<file path="src/rtl/wave_generator.sv">
// Phase-accumulator waveform generator: a restoring divider turns a frequency in Hz
// into a per-clock phase increment that drives triangle/saw/square/inverted-saw output.
module wave_generator #(
    parameter int BASE_SPEED = 50000000,
    parameter int OUT_W      = 8,
    parameter int ACC_W      = 32,
    parameter int FREQ_W     = 20
) (
    input  logic              clk,
    input  logic              rst,
    input  logic [FREQ_W-1:0] freq,
    input  logic [1:0]        mode,
    input  logic [OUT_W-1:0]  duty,
    input  logic              sync,
    output logic [OUT_W-1:0]  out,
    output logic              busy,
    output logic              wrap
);

    localparam int REM_W = $clog2(BASE_SPEED) + 1;
    localparam int CNT_W = $clog2(ACC_W) + 1;
    localparam logic [REM_W-1:0]  BASE_R    = REM_W'(BASE_SPEED);
    localparam logic [63:0]       HALF_64   = 64'(BASE_SPEED / 2);
    localparam logic [FREQ_W-1:0] HALF_F    = FREQ_W'(BASE_SPEED / 2);
    localparam logic [CNT_W-1:0]  LAST_ITER = CNT_W'(ACC_W - 1);

    typedef enum logic [1:0] {IDLE, DIV, LOAD} state_t;

    state_t             state_q, state_d;
    logic [ACC_W-1:0]   phase_q, phase_d;
    logic [ACC_W-1:0]   inc_q, inc_d;
    logic [FREQ_W-1:0]  freq_q, freq_d;
    logic [FREQ_W-1:0]  freq_raw_q, freq_raw_d;
    logic [REM_W-1:0]   rem_q, rem_d;
    logic [ACC_W-1:0]   quot_q, quot_d;
    logic [CNT_W-1:0]   cnt_q, cnt_d;
    logic [OUT_W-1:0]   out_q, out_d;
    logic               wrap_q, wrap_d;

    logic [FREQ_W-1:0]  freq_clamped;
    logic [REM_W-1:0]   rem_src;
    logic [REM_W-1:0]   rem_sh;
    logic [ACC_W:0]     phase_sum;
    logic [OUT_W:0]     tri_p;
    logic [OUT_W-1:0]   saw_s;

    // FSM: state register
    always_ff @(posedge clk) begin
        if (rst) state_q <= IDLE;
        else     state_q <= state_d;
    end

    // FSM: next state
    always_comb begin
        state_d = state_q;
        case (state_q)
            IDLE:    if (freq != freq_raw_q) state_d = DIV;
            DIV:     if (cnt_q == LAST_ITER) state_d = LOAD;
            LOAD:    state_d = IDLE;
            default: state_d = IDLE;
        endcase
    end

    // FSM: outputs
    always_comb begin
        busy = (state_q != IDLE);
    end

    // The first iteration takes its dividend straight from the freshly captured clamped frequency.
    always_comb begin
        freq_clamped = (64'(freq) > HALF_64) ? HALF_F : freq;
        rem_src      = (cnt_q == '0) ? REM_W'(freq_q) : rem_q;
        rem_sh       = rem_src << 1;
    end

    always_comb begin
        freq_d     = freq_q;
        freq_raw_d = freq_raw_q;
        rem_d      = rem_q;
        quot_d     = quot_q;
        cnt_d      = cnt_q;
        inc_d      = inc_q;
        case (state_q)
            IDLE: begin
                if (freq != freq_raw_q) begin
                    freq_raw_d = freq;
                    freq_d     = freq_clamped;
                    quot_d     = '0;
                    cnt_d      = '0;
                end
            end
            DIV: begin
                if (rem_sh >= BASE_R) begin
                    rem_d  = rem_sh - BASE_R;
                    quot_d = {quot_q[ACC_W-2:0], 1'b1};
                end else begin
                    rem_d  = rem_sh;
                    quot_d = {quot_q[ACC_W-2:0], 1'b0};
                end
                cnt_d = cnt_q + CNT_W'(1);
            end
            LOAD:    inc_d = quot_q;
            default: ;
        endcase
    end

    // Accumulator and wrap; a zero increment parks the phase at 0.
    always_comb begin
        phase_sum = {1'b0, phase_q} + {1'b0, inc_q};
        phase_d   = phase_sum[ACC_W-1:0];
        wrap_d    = phase_sum[ACC_W];
        if (sync || (inc_q == '0)) begin
            phase_d = '0;
            wrap_d  = 1'b0;
        end
    end

    always_comb begin
        tri_p = phase_q[ACC_W-1 -: OUT_W+1];
        saw_s = phase_q[ACC_W-1 -: OUT_W];
        out_d = '0;
        case (mode)
            2'd0:    out_d = tri_p[OUT_W] ? ~tri_p[OUT_W-1:0] : tri_p[OUT_W-1:0];
            2'd1:    out_d = saw_s;
            2'd2:    out_d = (saw_s < duty) ? '1 : '0;
            2'd3:    out_d = ~saw_s;
            default: out_d = '0;
        endcase
        if (inc_q == '0) out_d = '0;
    end

    always_ff @(posedge clk) begin
        if (rst) begin
            phase_q    <= '0;
            inc_q      <= '0;
            freq_q     <= '0;
            freq_raw_q <= '0;
            rem_q      <= '0;
            quot_q     <= '0;
            cnt_q      <= '0;
            out_q      <= '0;
            wrap_q     <= 1'b0;
        end else begin
            phase_q    <= phase_d;
            inc_q      <= inc_d;
            freq_q     <= freq_d;
            freq_raw_q <= freq_raw_d;
            rem_q      <= rem_d;
            quot_q     <= quot_d;
            cnt_q      <= cnt_d;
            out_q      <= out_d;
            wrap_q     <= wrap_d;
        end
    end

    assign out  = out_q;
    assign wrap = wrap_q;

endmodule
</file>
<file path="config.mk">
export PLATFORM = sky130hd
export DESIGN_NAME = wave_generator
export DESIGN_NICKNAME = d
export VERILOG_FILES = /design/src/rtl/wave_generator.sv
export SDC_FILE = /design/constraint.sdc
export NUM_CORES = 1
export LEC_CHECK = 0
export ABC_CLOCK_PERIOD_IN_PS = 5600
export CELL_PAD_IN_SITES_DETAIL_PLACEMENT = 1
export CELL_PAD_IN_SITES_GLOBAL_PLACEMENT = 2
export CORE_UTILIZATION = 40
export DETAILED_ROUTE_END_ITERATION = 10
export GPL_ROUTABILITY_DRIVEN = 1
export GPL_TIMING_DRIVEN = 1
export PLACE_DENSITY = 0.87
export SYNTH_ARGS = -nofsm -noshare
export SYNTH_HDL_FRONTEND = slang
export SYNTH_SLANG_ARGS = --single-unit
</file>
<file path="constraint.sdc">
create_clock -name clk -period 5.6 [get_ports clk]
set_input_delay 1.12 -clock clk [delete_from_list [all_inputs] [get_ports clk]]
set_output_delay 1.12 -clock clk [all_outputs]
set_load 0.02 [all_outputs]
</file>
Word level (Yosys, flattened, before mapping)

Cells that the tools add are included.

Register bits: 159
Output and inout port bits: 10
Word-level logic and storage cells: 50

$add $sub $neg: 3
Order comparisons: 2
Eq/ne operators: 9
Muxes and demuxes: 13
Bitwise gates (word level): 2
Reductions and logical operators: 12

Operator list:

| operator                                                            | number |
|---|---|
| case mux 32 bit (2 select lines)                                    | 1 |
| 2-to-1 mux 26 bit                                                   | 2 |
| adder 32 x 32 -> 33 bit                                             | 1 |
| logical NOT 32 bit                                                  | 1 |
| 2-to-1 mux 32 bit                                                   | 1 |
| case mux 8 bit (4 select lines)                                     | 1 |
| greater-or-equal comparator 27 x 26 -> 1 bit, second input constant | 1 |
| subtractor 26 bit, second input constant                            | 1 |
| inequality test 20 bit                                              | 1 |
| 2-to-1 mux 8 bit                                                    | 2 |
| NOT 8 bit                                                           | 2 |
| case mux 6 bit (2 select lines)                                     | 1 |
| < comparator 8 bit                                                  | 1 |
| adder 6 x 1 -> 6 bit, second input constant                         | 1 |
| equality test 2 bit, second input constant                          | 3 |
| equality test 6 x 5 -> 1 bit, second input constant                 | 1 |
| logical NOT 6 bit                                                   | 1 |
| 2-to-1 mux 6 bit                                                    | 1 |
| AND reduction 2 bit                                                 | 3 |
| equality test 2 x 1 -> 1 bit, second input constant                 | 2 |
| logical NOT 2 bit                                                   | 2 |
| 2-to-1 mux 2 bit                                                    | 2 |
| inequality test 2 bit, second input constant                        | 2 |
| case mux 2 bit (2 select lines)                                     | 1 |
| 4 further kinds                                                     | 6 |

Depth between registers and ports, before layout

Gate-level depths: netlist (run 1).

Depth in word-level cells: 5
Gate-level depth with buffers: 17
Depth with buffers taken out: 15

Worst setup path after synthesis (run 1)

No wires, ideal clock.

Path kind: register to register
From: reg cnt_q[0]
To: reg rem_q[10]
Library setup time: 122 ps
Data arrival time: 3336 ps
Path slack: 2142 ps
Cell stages (with the launch flop): 17
Period minus slack after synthesis: 3458 ps
Path through: dfxtp_1 -> inv_1 -> ha_1 -> nor4b_4 -> nand2_4 -> buf_1 -> mux2i_1 -> ha_1 -> or4b_1 -> nor4_1 -> mux2i_1 -> o2111ai_2 -> a41oi_4 -> nor2_4 -> buf_6 -> a211oi_1 -> a311o_1

Cells in the longest elaborated chain, start to end: 4
Elaborated cells on any way between the ends: 5
Those cells by class: add/sub (1); order compare (1); mux (2); reduce/logical (1)

RTL lines:

| element                                                                                  | RTL line | source |
|---|---|---|
| from (decl)                                                                              | 36       | `logic [CNT_W-1:0] cnt_q, cnt_d;` |
| from (signal assigned)                                                                   | 150      | `cnt_q <= cnt_d;` |
| logical NOT 6 bit *                                                                      | 72       | `rem_src = (cnt_q == '0) ? REM_W'(freq_q) : rem_q;` |
| 2-to-1 mux 26 bit *                                                                      | 72       |  |
| subtractor 26 bit / greater-or-equal comparator 27 x 26 -> 1 bit (equally long branches) | 94, 93   |  |
| 2-to-1 mux 26 bit *                                                                      | 93       | `if (rem_sh >= BASE_R) begin` |
| to (signal assigned)                                                                     | 148      | `rem_q <= rem_d;` |
| to (decl)                                                                                | 34       | `logic [REM_W-1:0] rem_q, rem_d;` |

Mark *: on every way between the ends. The rest lies on a longest branch, timed or not.
A chain may end at the register's enable or synchronous reset.

Worst setup path after layout (run 1)

Ends and elaborated chain as after synthesis.

==> results.cfg, run 1 <==
[clock_network]
cts_root_buf = clkbuf_16
tritoncts = yes
clk_latency_ns = 0.44
cts_sinks = 158
cts.path.max_buffers = 2
hold_buffers = 0
post-cts-setup-buffers = 0
post_cts_resized = 0
htreeDepth = 4
cts_inserted_buffers = 17
cts.clk_slew.worst_paths_ns = 0.07

[sta]
rsz0062_at_grt = false
min_period_over_period = 0.7338
setup_tns_ns = 0
worstMarginPinSlew_ns = 1.276
slew-limit-headroom = 0.1377
finalHoldViolations = 0
finClkSkew_ns = 0.01023
drv_slew = 0
setup_viol_count_final = 0
fmax_mhz = 243.4
period_needed_ns = 4.109

[yosys]
yosys-top-cells-count = dfxtp_1, nand2_1, nor2_1
synth_ff_type = dfxtp_1
syn-mean-instance-area_um2 = 8.646
yosysMostFrequentCell = dfxtp_1
syn_area_um2 = 8205
yosys_register_bits = 158
synth_seq_area_share = 0.3855
ys_warn_count = 0
synth_nets = 1026
synth.area.top_cells = dfxtp_1, ha_1, nand2_1, a21oi_1, nor2_1
postSynthCellCount = 949
ys_types = 75
synth_top_area_frac = 0.3855
synth_area_leader_cell = dfxtp_1
async_flop_share = 0
synth-edff-count = 0

[worst_setup_path]
worstSetupEndpoint = rem_q[10]
startpoint_type = flip-flop
crit_fanout = 24
reg2reg_setup_slack_ns = 1.49
criticalPathCategory = reg -> reg
crit_path_end_kind = flip-flop
critPathLaunch = cnt_q[0]
rr_worst_depth = 14
reg2reg_from = cnt_q[0]
timing.rr.end = rem_q[10]
crit_arrival_ns = 4.43
required_ns = 5.92

[floorplan]
start_util = 0.4068
num_rows = 52
ios = 43
die-area_um2 = 21090
die_h_um = 145.2
core_um2 = 20170
die_w_um = 145.2

[finish]
num_antenna_cells = 0
fin_nets = 1045
syn_to_final_growth_pct = 14.65
drive_gt1_frac = 0.06830
fillers = 2387
utilization = 0.4664

[detailed_routing]
wl_per_cell_um = 17.46
drt_iter0_markers = 478
routed_via_density = 5.647
vias = 7065
wl_mm = 21.84
drc = 0
drt-pass1-iter-count = 4
drtAntennaViolNets = 0

[pwr]
leakagePower_nw = 3.697
p_clk_frac = 0.454
power_frac_comb = 0.085
seqPwrFrac = 0.461
swShare = 0.2567
p_per_area_nw_per_um2 = 270.2
p_total_mw = 2.542
ir_worst_vdd_v = 0.0001973
switchingPower_uw = 652.3
p_int_mw = 1.889

[global_routing]
grtUsageTotal = 0.2147
grt_remaining_overflow = 0
grt_pass1_vias = 7043
grt_max_degree = 73
grt_first_pass_wirelength_mm = 36.54
antenna_found_initial = 0

[place]
gp_congestion = 0.8323
io_buffers = 42
hpwl_mm = 15.28

[hold_path]
hp-class = reg -> reg

[run]
cap_violations = 0

[run_status]
outcome = finished clean
==> stage by stage <==
| stage | instance area, um2 | hold WS (ns) | instances | setup WS, ns |
|---|---|---|---|---|
| finish | 9408 | 0.4782 | 1251 | 1.491 |
| global route | 9408 | 0.4912 | 1251 | 1.144 |
| CTS | 9408 | 0.4754 | 1251 | 1.484 |
| detailed placement | 8832 | 0.4592 | 1219 | 1.522 |
| global placement | 8832 | 0.4469 | 1219 | 1.612 |
| floorplan | 8205 | 0.4321 | 949 | 2.142 |
==> worst min path at each step <==
| stage | start | to | slack, ns | cells after the start |
|---|---|---|---|---|
| after floorplan | quot_q[31] | inc_q[31] | 0.43 | 2 |
| after global placement | quot_q[31] | inc_q[31] | 0.45 | 2 |
| after detailed placement | rem_q[22] | rem_q[22] | 0.46 | 1 |
| after CTS | quot_q[19] | inc_q[19] | 0.48 | 2 |
| after global routing | rem_q[22] | rem_q[22] | 0.49 | 1 |
| final | quot_q[11] | inc_q[11] | 0.48 | 2 |
==> cell type report <==
| type | count | area [um2] | share of cell area |
|---|---|---|---|
| multi-input cells | 716 | 4755 | 0.5054 |
| clock inverters | 13 | 142.6 | 0.01516 |
| flip-flops and latches | 158 | 3163 | 0.3362 |
| inverters | 23 | 86.33 | 0.009177 |
| clock buffers | 19 | 432.9 | 0.04602 |
| repair buffers | 52 | 490.5 | 0.05213 |
| well taps | 270 | 337.8 | 0.03591 |
==> critical path, cell delays in order, from the launching register on <==
cell       delay, ns
dfxtp_1         0.32
inv_1           0.10
ha_1            0.16
nor4b_4         0.38
nand2_4         0.30
mux2i_1         0.34
ha_1            0.21
or4b_1          0.43
nor4_1          0.17
mux2i_1         0.14
o2111ai_2       0.13
a41oi_4         0.28
nor2_4          0.52
a211oi_1        0.15
a311o_1         0.35
==> layer usage <==
| layer | GRT usage | vias up | part of all wire |
|---|---|---|---|
| met1 | 0.2858 | 3451 | 0.49 |
| li1 | - | 3498 | - |
| met2 | 0.3553 | 103 | 0.47 |
| met3 | 0.03711 | 13 | 0.031 |
| met5 | 0 | - | 0 |
| met4 | 0.06053 | 0 | 0.0088 |
==> registers in the layout (all words and copies together) (netlist names) <==
name and count:
out 8, quot_q 32, wrap 1, cnt_q 6
inc_q 32, phase_q 32, state_q 2, rem_q 25
freq_raw_q 20
==> power groups by stage <==
stage          clock network [mW]  registers, mW  logic [mW]
6_report                     1.15           1.17       0.215
5_1_grt                      1.23           1.17       0.236
4_1_cts                      1.18           1.17       0.216
3_5_place_dp                    0           1.20       0.215
3_3_place_gp                    0           1.20       0.210
2_1_floorplan                   0           1.19       0.147
==> cell usage in the layout (no fill, tap or decap), drive strengths merged, types with 28 or more instances in the layout <==
| master | netlist | final |
|---|---|---|
| nor2 | 98 | 98 |
| clkdlybuf4s50 | 0 | 41 |
| mux2i | 31 | 31 |
| a21oi | 75 | 75 |
| dfxtp | 158 | 158 |
| nand2 | 106 | 106 |
| nor3 | 34 | 34 |
| ha | 43 | 43 |
| o21ai | 28 | 28 |
| a22o | 33 | 33 |
==> kinds of logic (layout without fill, tap and decap cells) <==
| logic type | Yosys count | count (layout) | synth area share |
|---|---|---|---|
| AOI/OAI and AO/OA | 250 | 250 | 0.2165 |
| xor gates and xnor gates | 51 | 51 | 0.05444 |
| and+or+nand+nor | 339 | 339 | 0.1976 |
| buffers and inverters | 75 | 107 | 0.03629 |
| DFF | 158 | 158 | 0.3855 |
| adders and majority gates | 44 | 44 | 0.06801 |
| muxes | 32 | 32 | 0.04163 |
Power figures use the tool's default switching activity.
==> run 2: changes to the inputs <==
==> config.mk (replaced) <==
export PLATFORM = sky130hd
export DESIGN_NAME = wave_generator
export DESIGN_NICKNAME = d
export VERILOG_FILES = /design/src/rtl/wave_generator.sv
export SDC_FILE = /design/constraint.sdc
export NUM_CORES = 1
export LEC_CHECK = 0
export ABC_CLOCK_PERIOD_IN_PS = 4250
export CELL_PAD_IN_SITES_DETAIL_PLACEMENT = 1
export CELL_PAD_IN_SITES_GLOBAL_PLACEMENT = 2
export CORE_UTILIZATION = 37
export DETAILED_ROUTE_END_ITERATION = 10
export GPL_ROUTABILITY_DRIVEN = 1
export GPL_TIMING_DRIVEN = 1
export PLACE_DENSITY = 0.82
export SYNTH_ARGS = -nofsm -noshare
export SYNTH_HDL_FRONTEND = slang
export SYNTH_SLANG_ARGS = --single-unit
==> constraint.sdc (replaced) <==
create_clock -name clk -period 4.25 [get_ports clk]
set_input_delay 0.85 -clock clk [delete_from_list [all_inputs] [get_ports clk]]
set_output_delay 0.85 -clock clk [all_outputs]
set_load 0.02 [all_outputs]
==> run 2 against run 1 <==
Net effect: count of clock-buffer cells in the layout unchanged; register-to-register slack worse by 1.1 ns; global-route usage down 1.4 points; first-iteration DRC count down 35%; worst hold slack worse by 0.0083 ns; utilization down 3.0 points; setup slack worse by 1.1 ns; sequential share of layout area down 0.31 points; die area up 8.0%; wire length up 0.50%; largest cell class unchanged.
==> results.cfg, run 2 (synthesized netlist as in run 1, its figures left out) <==
[detailed_routing]
drtAntennaViolNets = 0
vias = 7044
routed_via_density = 5.546
wl_mm = 21.95
drt-pass1-iter-count = 4
drt_iter0_markers = 310
drc = 0
wl_per_cell_um = 17.28

[sta]
min_period_over_period = 0.9107
setup_viol_count_final = 0
finalHoldViolations = 0
fmax_mhz = 258.4
drv_slew = 0
period_needed_ns = 3.870
slew-limit-headroom = 0.1221
finClkSkew_ns = 0.01873
fin_worst_hold_slack_ns = 0.4699
worstMarginPinSlew_ns = 1.299
setup_tns_ns = 0
rsz0062_at_grt = false

[clock_network]
cts_root_buf = clkbuf_16
tritoncts = yes
cts_sinks = 158
post_cts_resized = 0
htreeDepth = 4
clk_latency_ns = 0.43
cts.clk_slew.worst_paths_ns = 0.07
cts_inserted_buffers = 17
hold_buffers = 0
post-cts-setup-buffers = 0
cts.path.max_buffers = 2

[run_status]
outcome = finished clean

[place]
dp_cells = 1238
io_buffers = 42
hpwl_mm = 15.39
gp_congestion = 0.8126

[finish]
multi_input_area_um2 = 4755
reg_top3 = inc_q x32, phase_q x32, quot_q x32
fillers = 2558
layout_commonest_cell = dfxtp_1
syn_to_final_growth_pct = 15.71
instances_no_fill = 1270
area.sequential_um2 = 3163
num_antenna_cells = 0
fin_nets = 1054
utilization = 0.4364
drive_gt1_frac = 0.07879
layout_common_cells = dfxtp_1, nand2_1, nor2_1

[global_routing]
grt_first_pass_wirelength_mm = 36.13
grt_remaining_overflow = 0
grt_max_degree = 47
antenna_found_initial = 0
grt_pass1_vias = 7109
grtUsageTotal = 0.2011

[worst_setup_path]
startpoint_type = flip-flop
crit_chain = inv_1 -> ha_1 -> nor4b_4 -> nand2_4 -> mux2i_1 -> ha_1 -> or4b_1 -> nor4_1 -> mux2i_1 -> o2111ai_2 -> a41oi_4 -> nor2_4 -> a211oi_1 -> a311o_1
critPathLaunch = cnt_q[0]
crit_arrival_ns = 4.19
cp_slowest_stage_delay_ns = 0.51
crit_fanout = 22
reg2reg_from = cnt_q[0]
required_ns = 4.57
criticalPathCategory = reg -> reg
timing.critical_path.slowest_stage_cell = nor2_4
crit_path_end_kind = flip-flop

[hold_path]
worstHoldStart = quot_q[5]
hp-class = reg -> reg

[floorplan]
num_rows = 54
die_w_um = 150.9
ios = 43
die-area_um2 = 22780
core_um2 = 21760
start_util = 0.3772
die_h_um = 150.9

[pwr]
leakagePower_nw = 3.757
p_total_mw = 3.361
p_per_area_nw_per_um2 = 354.0
ir_worst_vdd_v = 0.0002153

[run]
cap_violations = 0
[run 2: changes by cell type in the layout (fill, tap and decap cells not counted), sizes merged]
cell / previous run / this run
buf: 11 / 20
bufinv: 2 / 1
clkinv: 5 / 4
clkinvlp: 5 / 2
inv: 24 / 29
[run 2: worst paths after layout]
path	endpoint	slack, ns	cells past startpoint
setup reg to reg	rem_q[10]	0.38	14
setup / recovery	rem_q[10]	0.38	14
hold reg to reg	inc_q[5]	0.47	2
hold / removal	inc_q[5]	0.47	2
[run 2: cell type report]
type | instances | area share
flip-flops and latches | 158 | 0.3332
well taps | 280 | 0.03690
multi-input cells | 716 | 0.5008
clock inverters | 13 | 0.01357
clock buffers | 19 | 0.04771
repair buffers | 61 | 0.05878
inverters | 23 | 0.009093
[run 2: critical path, delay by kind of cell, from the launching register on]
kind,cells,cell delay (ns)
AOI/OAI and AO/OA,4,0.89
adders and majority gates,2,0.37
buffers and inverters,1,0.09
DFF,1,0.32
muxes,2,0.44
and+or+nand+nor,5,1.65
[run 2: layer usage]
metal  track usage  wire (um)  up-vias  share of wire
li1              -          -     3527              -
met1        0.2651      10900     3436           0.50
met2        0.3399      10430       73           0.48
met3       0.03524        504        8          0.023
met4       0.04600        118        0         0.0054
met5             0          0        -              0
[run 2: per-stage QoR]
stage / setup slack [ns] / area (um2)
final: 0.3797 / 9494
after detailed placement: 0.4066 / 8912
after floorplan: 0.7925 / 8205
after CTS: 0.4024 / 9494
after global placement: 0.5079 / 8912
after global routing: 0.1822 / 9494
[run 2: power breakdown]
part / total [mW] / switching [mW] / internal (mW)
logic: 0.296 / 0.174 / 0.122
registers: 1.54 / 0.0343 / 1.51
clock network: 1.52 / 0.672 / 0.851
total: 3.36 / 0.880 / 2.48
